### src/rtl/bus_datapath_seq.sv
// Single-bus register-file datapath with a built-in micro-step sequencer.
// One start pulse runs a whole register-to-register instruction.
module bus_datapath_seq #(
   parameter int unsigned DATA_W = 32,
   parameter int unsigned NREGS  = 16,
   localparam int unsigned REG_AW = $clog2(NREGS)
) (
   input  logic              i_clock,
   input  logic              i_clear,
   input  logic              i_start,
   input  logic [3:0]        i_op,
   input  logic [REG_AW-1:0] i_rd,
   input  logic [REG_AW-1:0] i_rs,
   input  logic [REG_AW-1:0] i_rt,
   input  logic [DATA_W-1:0] i_imm,
   input  logic [DATA_W-1:0] i_inport_data,
   input  logic              i_inport_strobe,
   output logic              o_busy,
   output logic              o_done,
   output logic [DATA_W-1:0] o_result,
   output logic [DATA_W-1:0] o_hi,
   output logic [DATA_W-1:0] o_lo,
   output logic [DATA_W-1:0] o_outport_data,
   output logic [DATA_W-1:0] o_bus
);
   localparam int unsigned SH_W = $clog2(DATA_W);

   localparam logic [3:0] OP_ADD  = 4'd0;
   localparam logic [3:0] OP_SUB  = 4'd1;
   localparam logic [3:0] OP_AND  = 4'd2;
   localparam logic [3:0] OP_OR   = 4'd3;
   localparam logic [3:0] OP_XOR  = 4'd4;
   localparam logic [3:0] OP_SHL  = 4'd5;
   localparam logic [3:0] OP_SHR  = 4'd6;
   localparam logic [3:0] OP_SRA  = 4'd7;
   localparam logic [3:0] OP_ROL  = 4'd8;
   localparam logic [3:0] OP_ROR  = 4'd9;
   localparam logic [3:0] OP_NOT  = 4'd10;
   localparam logic [3:0] OP_NEG  = 4'd11;
   localparam logic [3:0] OP_MUL  = 4'd12;
   localparam logic [3:0] OP_ADDI = 4'd13;
   localparam logic [3:0] OP_IN   = 4'd14;
   localparam logic [3:0] OP_OUT  = 4'd15;

   typedef enum logic [2:0] {S_IDLE, S_T1, S_T2, S_T3, S_T4, S_DONE} state_t;

   state_t              r_state;
   logic [3:0]          r_op;
   logic [REG_AW-1:0]   r_rd, r_rs, r_rt;
   logic [DATA_W-1:0]   r_imm;
   logic [DATA_W-1:0]   r_regs [NREGS];
   logic [DATA_W-1:0]   r_y, r_hi, r_lo, r_inport, r_outport;
   logic [2*DATA_W-1:0] r_z;
   logic                r_busy, r_done;

   logic [DATA_W-1:0]   w_bus;
   logic [DATA_W-1:0]   w_alu_lo;
   logic [2*DATA_W-1:0] w_alu;
   logic [SH_W-1:0]     w_sh, w_rot;
   logic [2*DATA_W-1:0] w_rol2, w_ror2, w_prod;

   // Shared bus source select, driven purely by the current micro-step
   always_comb begin
      w_bus = '0;
      case (r_state)
         S_T1:    w_bus = (r_op == OP_IN) ? r_inport : r_regs[r_rs];
         S_T2:    w_bus = (r_op == OP_ADDI) ? r_imm : r_regs[r_rt];
         S_T3:    w_bus = r_z[DATA_W-1:0];
         S_T4:    w_bus = r_z[2*DATA_W-1:DATA_W];
         default: w_bus = '0;
      endcase
   end

   // Rotates go through a doubled word so any amount below DATA_W wraps cleanly
   assign w_sh   = w_bus[SH_W-1:0];
   assign w_rot  = SH_W'(32'(w_sh) % DATA_W);
   assign w_rol2 = {r_y, r_y} << w_rot;
   assign w_ror2 = {r_y, r_y} >> w_rot;
   assign w_prod = $unsigned($signed({{DATA_W{r_y[DATA_W-1]}}, r_y}) *
                             $signed({{DATA_W{w_bus[DATA_W-1]}}, w_bus}));

   always_comb begin
      w_alu_lo = '0;
      case (r_op)
         OP_ADD:  w_alu_lo = r_y + w_bus;
         OP_SUB:  w_alu_lo = r_y - w_bus;
         OP_AND:  w_alu_lo = r_y & w_bus;
         OP_OR:   w_alu_lo = r_y | w_bus;
         OP_XOR:  w_alu_lo = r_y ^ w_bus;
         OP_SHL:  w_alu_lo = r_y << w_sh;
         OP_SHR:  w_alu_lo = r_y >> w_sh;
         OP_SRA:  w_alu_lo = $unsigned($signed(r_y) >>> w_sh);
         OP_ROL:  w_alu_lo = w_rol2[2*DATA_W-1:DATA_W];
         OP_ROR:  w_alu_lo = w_ror2[DATA_W-1:0];
         OP_NOT:  w_alu_lo = ~w_bus;
         OP_NEG:  w_alu_lo = DATA_W'(0) - w_bus;
         OP_ADDI: w_alu_lo = r_y + w_bus;
         default: w_alu_lo = '0;
      endcase
      w_alu = (r_op == OP_MUL) ? w_prod : {DATA_W'(0), w_alu_lo};
   end

   // Sequencer and all datapath registers; clear wins over everything
   always_ff @(posedge i_clock) begin
      if (i_clear) begin
         r_state   <= S_IDLE;
         r_op      <= '0;
         r_rd      <= '0;
         r_rs      <= '0;
         r_rt      <= '0;
         r_imm     <= '0;
         r_y       <= '0;
         r_z       <= '0;
         r_hi      <= '0;
         r_lo      <= '0;
         r_inport  <= '0;
         r_outport <= '0;
         r_busy    <= 1'b0;
         r_done    <= 1'b0;
         for (int i = 0; i < NREGS; i++) r_regs[i] <= '0;
      end else begin
         if (i_inport_strobe) r_inport <= i_inport_data;
         case (r_state)
            S_IDLE: begin
               if (i_start) begin
                  r_op    <= i_op;
                  r_rd    <= i_rd;
                  r_rs    <= i_rs;
                  r_rt    <= i_rt;
                  r_imm   <= i_imm;
                  r_state <= S_T1;
                  r_busy  <= 1'b1;
               end
            end
            S_T1: begin
               if (r_op == OP_IN || r_op == OP_OUT) begin
                  if (r_op == OP_IN) r_regs[r_rd] <= w_bus;
                  else               r_outport    <= w_bus;
                  r_state <= S_DONE;
                  r_busy  <= 1'b0;
                  r_done  <= 1'b1;
               end else begin
                  r_y     <= w_bus;
                  r_state <= S_T2;
               end
            end
            S_T2: begin
               r_z     <= w_alu;
               r_state <= S_T3;
            end
            S_T3: begin
               if (r_op == OP_MUL) begin
                  r_lo    <= w_bus;
                  r_state <= S_T4;
               end else begin
                  r_regs[r_rd] <= w_bus;
                  r_state      <= S_DONE;
                  r_busy       <= 1'b0;
                  r_done       <= 1'b1;
               end
            end
            S_T4: begin
               r_hi    <= w_bus;
               r_state <= S_DONE;
               r_busy  <= 1'b0;
               r_done  <= 1'b1;
            end
            S_DONE: begin
               r_done  <= 1'b0;
               r_state <= S_IDLE;
            end
            default: begin
               r_state <= S_IDLE;
               r_busy  <= 1'b0;
               r_done  <= 1'b0;
            end
         endcase
      end
   end

   assign o_busy         = r_busy;
   assign o_done         = r_done;
   assign o_result       = r_z[DATA_W-1:0];
   assign o_hi           = r_hi;
   assign o_lo           = r_lo;
   assign o_outport_data = r_outport;
   assign o_bus          = w_bus;

endmodule
### config.mk
export PLATFORM = sky130hd
export DESIGN_NAME = bus_datapath_seq
export DESIGN_NICKNAME = d
export VERILOG_FILES = /design/src/rtl/bus_datapath_seq.sv
export SDC_FILE = /design/constraint.sdc
export NUM_CORES = 2
export LEC_CHECK = 0
export BUFFER_PORTS_ARGS = -buffer_cell sky130_fd_sc_hd__buf_4
export CORE_ASPECT_RATIO = 0.6
export CORE_MARGIN = 5
export CORE_UTILIZATION = 23
export DETAILED_ROUTE_END_ITERATION = 8
export MAX_ROUTING_LAYER = met4
export PLACE_DENSITY = 0.45
export RECOVER_POWER = 100
export SYNTH_ARGS = -nofsm -noshare
export SYNTH_HDL_FRONTEND = slang
export SYNTH_SLANG_ARGS = --single-unit
### constraint.sdc
create_clock -name i_clock -period 26.9 [get_ports i_clock]
set_input_delay 4.035 -clock i_clock [delete_from_list [all_inputs] [get_ports i_clock]]
set_output_delay 4.035 -clock i_clock [all_outputs]
set_load 0.05 [all_outputs]
# Word-level counts from Yosys, hierarchy flattened
# Memories as Yosys holds them, arrays and structs flattened. A register that Yosys moved wholly into a read port is not among the register bits.
# Index checks and enable logic that the tools add are counted.
dict set report word_totals {
  ff_bits 277
  latch_bits 0
  mem_bits_rw 512
  mem_bits_ro 0
  output_inout_bits 162
  elab_cells 104
  n_memories 1
}
dict set report classes {
  addsub 3
  multipliers 1
  div 0
  magnitude_cmp 0
  n_eq_ne 23
  shift 5
  muxes 35
  n_bitwise 9
  n_reduce_logical 13
}
# name depth word_bits rd rd_clocked_by_memory_dff write_ports line
set memory_table {}
lappend memory_table {r_regs 16 32 2 2 16 51} ;# logic [DATA_W-1:0] r_regs [NREGS];
# operator n
set ops {}
lappend ops {{32-bit case mux with 12 select lines} 1}
lappend ops {{32-bit two-way mux} 4}
lappend ops {{32-bit case mux with 4 select lines} 1}
lappend ops {{32-bit by 32-bit multiplier with 64-bit output} 1}
lappend ops {{64-bit two-way mux} 1}
lappend ops {{64-bit by 5-bit << shifter with 64-bit output} 1}
lappend ops {{64-bit by 5-bit right shift with 32-bit output} 1}
lappend ops {{32-bit adder} 1}
lappend ops {{32-bit AND} 1}
lappend ops {{4-bit equality test, second input constant} 8}
lappend ops {{32-bit inverter} 1}
lappend ops {{32-bit OR} 1}
lappend ops {{32-bit OR reduction} 1}
lappend ops {{32-bit by 5-bit << shifter with 32-bit output} 1}
lappend ops {{32-bit by 5-bit right shift with 32-bit output} 1}
lappend ops {{32-bit by 5-bit >>> shifter with 32-bit output} 1}
lappend ops {{1-bit by 32-bit subtractor with 32-bit output, first input constant} 1}
lappend ops {{32-bit subtractor} 1}
lappend ops {{32-bit XOR} 1}
lappend ops {{4-bit two-way mux} 5}
lappend ops {{1-bit two-way mux} 18}
lappend ops {{4-bit by 3-bit equality test with 1-bit output, second input constant} 4}
lappend ops {{3-bit case mux with 5 select lines} 1}
lappend ops {{4-bit by 2-bit equality test with 1-bit output, second input constant} 2}
lappend ops {{other kinds (16)} 30}

# Depth between registers and ports, before layout
dict set report logic_depth {
  ltp_word 9
  mapped_depth 40
}

# Worst setup path after synthesis
# Ideal clock, no wire load.
dict set report synth_timing {
  path_type {reg-to-reg}
  startpoint {register (tool-made name)}
  endpoint {register r_z[61]}
  setup_time_ps 117
  arrival_time_ps 10319
  required_time_ps 26783
  setup_slack_ps 16464
  stages_incl_launch_ff 35
  n_path_buf 7
  path_cell_list {dfxtp_1 > buf_2 > buf_6 > mux4_2 > mux4_2 > and2_1 > nor3_2 > buf_2 > buf_2 > buf_1 > buf_1 > buf_1 > nor2_1 > fa_1 > fa_1 > fa_1 > fa_1 > inv_1 > fa_1 > inv_1 > fa_1 > fa_1 > fa_1 > ha_1 > a21oi_1 > o21ai_0 > a21o_1 > a21oi_1 > or2_2 > inv_1 > a211o_1 > a41oi_1 > o21ai_0 > xor2_1 > a22o_1}
}
# element line
set synth_lines {}
lappend synth_lines {{end signal: assignment} 148} ;# r_z <= w_alu;
lappend synth_lines {{end: declaration} 53} ;# logic [2*DATA_W-1:0] r_z;

==> results.md <==
- Status: finished, violations left
- Failing checks: capacitance limit, slew limit
- Cell variety after synth: 96
- Top Usage Layer GRT: met1
- Post-CTS Resized: 0
- Post-synth ARST share: 0
- Min cycle time layout: 19.51 ns
- Highest clock rate: 0.0512 GHz
- Slowest stage delay, CP: 2.97 ns
- Commonest non-fill, non-tap cell in the layout: nor2_1
- RSZ-0062 raised after global routing: no
- Iter 0 DRT Violations: 10500
- Number of synthesized flops with an enable pin: 512
- Sw Share: 0.517
- DRT Pass-1 Iters: 9
- Psw: 0.00341 W
- Clock power frac: 0.182
- Nets: 9763
- # port buffers: 245
- Dominant synthesized flop cell: edfxtp_1
- Clock Latency Late Sink: 0.72 ns
- Core Area: 354000 µm²
- First-pass GRT wire length: 587 mm
- Max clock buf depth: 3
- Grt met3 use: 0.110
- Fill cells: 37800
- CTS Buf Count: 78
- GRT met2 Usage: 0.280
- Die W: 781 µm
- Die area: 369000 µm²
- DR WL/cell: 32.7 µm
- Routability cong.: 1.09
- CP required: 27.49 ns
- Least-Margin Pin Slew: 4.19 ns
- IO Pins: 246
- M1 GR Usage: 0.344
- Rel. slew slack: -1.80
- YS warnings: 0
- Die Y: 472 µm
- Post-synth top area cell: fa_1
- Max Clock Skew: 0.0712 ns
- Hold wc startpoint: r_rt[1]
- Mapped cell area: 82000 µm²
- Layout cell share with drive strength beyond 1: 0.107
- Kind of end point of the critical path: flop
- Clock-pin slew on the worst setup and hold paths: 0.07 ns
- Grt ovf: 0
- Most frequent cells in the layout: nor2_1, fa_1, inv_1
- # clock sinks: 797
- Routed WL: 430 mm
- Final ANT Viol Nets: 0
- Area after DPL: 89400 µm²
- Register area: 21100 µm²
- Final setup violation count: 0
- Post-DP HPWL: 322 mm
- Hold Path Class: reg2reg
- Hold Buf Count CTS: 0
- Number of max-cap violations: 62
- Avg Cell Area, Syn: 9.79 µm²
- Synth top area share: 0.265
- Residual DRC: 0
- Clock tree from TritonCTS: yes
- FF+latch count, synth: 797
- Mapped Cells: 8371
- Peak supply drop: 0.0539 mV
- Num rows: 169
- CP Launch Type: flop
- Via count: 69800
- Pint: 0.00319 W
- H-tree Lvls: 3
- Worst path slowest cell: clkbuf_1
- Antenna violations before repair: 42
- Design area: 91300 µm²
- Flop pwr share: 0.217
- Critical Path AT: 20.10 ns
- Multi-input logic area: 54100 µm²
- Cell mode on critical path: fa_1
- Total GRT Usage: 0.234
- Synth area leaders: fa_1, edfxtp_1, mux4_2
- Largest net degree at the start of global routing: 80
- Final hold violation count: 0
- Starting Density: 0.231
- Routed vias/inst: 5.32
- Leakage Power: 36.7 nW
- Comb power frac: 0.601
- Vias in the first global route: 68500
- Net count after synthesis: 9819
- Final Max Tran Viols: 1838
- PD cells: 72.3 nW/µm²
- Layout area overhead: 11.4%
- Fin crit share: 0.725
- Max FO, Critical Path: 45
- TNS Setup: 0 ns
- Critical path class: reg2reg
- Register area share after synthesis: 0.257
- Root Buffer: clkbuf_16
- Post-CTS setup buffer count: 0
[flip-flops by register name, indices dropped and copies added (netlist names), 3 cells and up, named ones only]
register        flops
r_rt                4
r_regs            512
o_outport_data     32
o_lo               32
r_state             3
r_imm              32
r_rd                4
r_op                4
o_hi               32
r_y                32
r_inport           32
r_z                64
r_rs                4
[path summary, 6_finish.rpt]
kind              endpoint  slack (ns)  cells past startpoint
setup / recovery   r_z[51]        7.39                     32
hold / removal        flop        0.45                      2
setup reg to reg   r_z[51]        7.39                     32
hold reg to reg       flop        0.45                      2
[per-layer routing]
layer	part of all wire	vias up
met5	0	-
met4	0.026	0
met3	0.16	549
met2	0.36	4958
met1	0.46	36700
li1	-	27700
[power by group through the flow]
stage | Sequential, W | Combinational, W | Clock (W)
CTS | 0.00143 | 0.00384 | 0.00121
global route | 0.00144 | 0.00419 | 0.00126
finish | 0.00143 | 0.00397 | 0.00120
detailed placement | 0.00145 | 0.00382 | 0
global placement | 0.00145 | 0.00382 | 0
floorplan | 0.00140 | 0.00232 | 0
[stage by stage]
stage | hold slack [ns] | setup WS (ns) | std cells | utilization | power (W)
floorplan | 0.436 | 16.46 | 8371 | - | 0.00372
global placement | 0.442 | 12.23 | 12900 | 0.252 | 0.00527
detailed placement | 0.442 | 12.81 | 12900 | 0.252 | 0.00527
CTS | 0.452 | 12.77 | 13100 | 0.260 | 0.00647
global route | 0.478 | 6.31 | 13100 | 0.258 | 0.00688
finish | 0.447 | 7.39 | 13100 | 0.258 | 0.00660
[kinds of logic after synthesis]
kind of cell,Yosys count,synth area share
multiplexers,505,0.103
XOR/XNOR,151,0.0161
buffers and inverters,1765,0.0855
adder cells (fa/ha/maj),1364,0.307
AND/OR/NAND/NOR,2672,0.136
flip-flops,797,0.257
AO/OA/AOI/OAI,1117,0.0953
[critical path: cells and delay by family, from the launching register on]
| family | cells | cell delay, ns |
|---|---|---|
| AOI/OAI and AO/OA | 10 | 4.29 |
| xor gates and xnor gates | 1 | 0.17 |
| adders and majority gates | 9 | 3.72 |
| buffers and inverters | 7 | 7.26 |
| DFF | 1 | 1.55 |
| muxes | 2 | 0.90 |
| and+or+nand+nor | 3 | 1.25 |
[cells in the mapped netlist (20+ instances only)]
| cell | count |
|---|---|
| buf_1 | 88 |
| o221ai_1 | 21 |
| nand3_1 | 79 |
| mux4_2 | 265 |
| nand2_1 | 923 |
| buf_2 | 98 |
| ha_1 | 281 |
| a21o_1 | 64 |
| nor2b_1 | 25 |
| a22o_1 | 50 |
| mux2i_1 | 207 |
| a221oi_1 | 39 |
| a21oi_1 | 282 |
| a211oi_1 | 138 |
| clkinv_1 | 22 |
| a31oi_1 | 33 |
| fa_1 | 1083 |
| o22ai_1 | 32 |
| a311oi_1 | 30 |
| mux2_2 | 32 |
| a22oi_1 | 86 |
| o21ai_0 | 110 |
| buf_4 | 43 |
| nand2b_1 | 30 |
| nor2_1 | 1398 |
| xnor2_1 | 123 |
| edfxtp_1 | 512 |
| dfxtp_1 | 285 |
| and3_1 | 20 |
| inv_1 | 1066 |
| o211ai_1 | 50 |
| clkbuf_1 | 420 |
| nand4_1 | 25 |
| nor3_1 | 54 |
| a221o_1 | 26 |
| xor2_1 | 28 |
[layout make-up]
class                   instances  area share
flip-flops and latches        797       0.231
repair buffers                526      0.0366
clock buffers                 113      0.0251
multi-input cells            5809       0.592
clock inverters                33     0.00411
inverters                    1103      0.0454
well taps                    4702      0.0644
diodes                         34    0.000932
(Power assumes the default switching activity.)
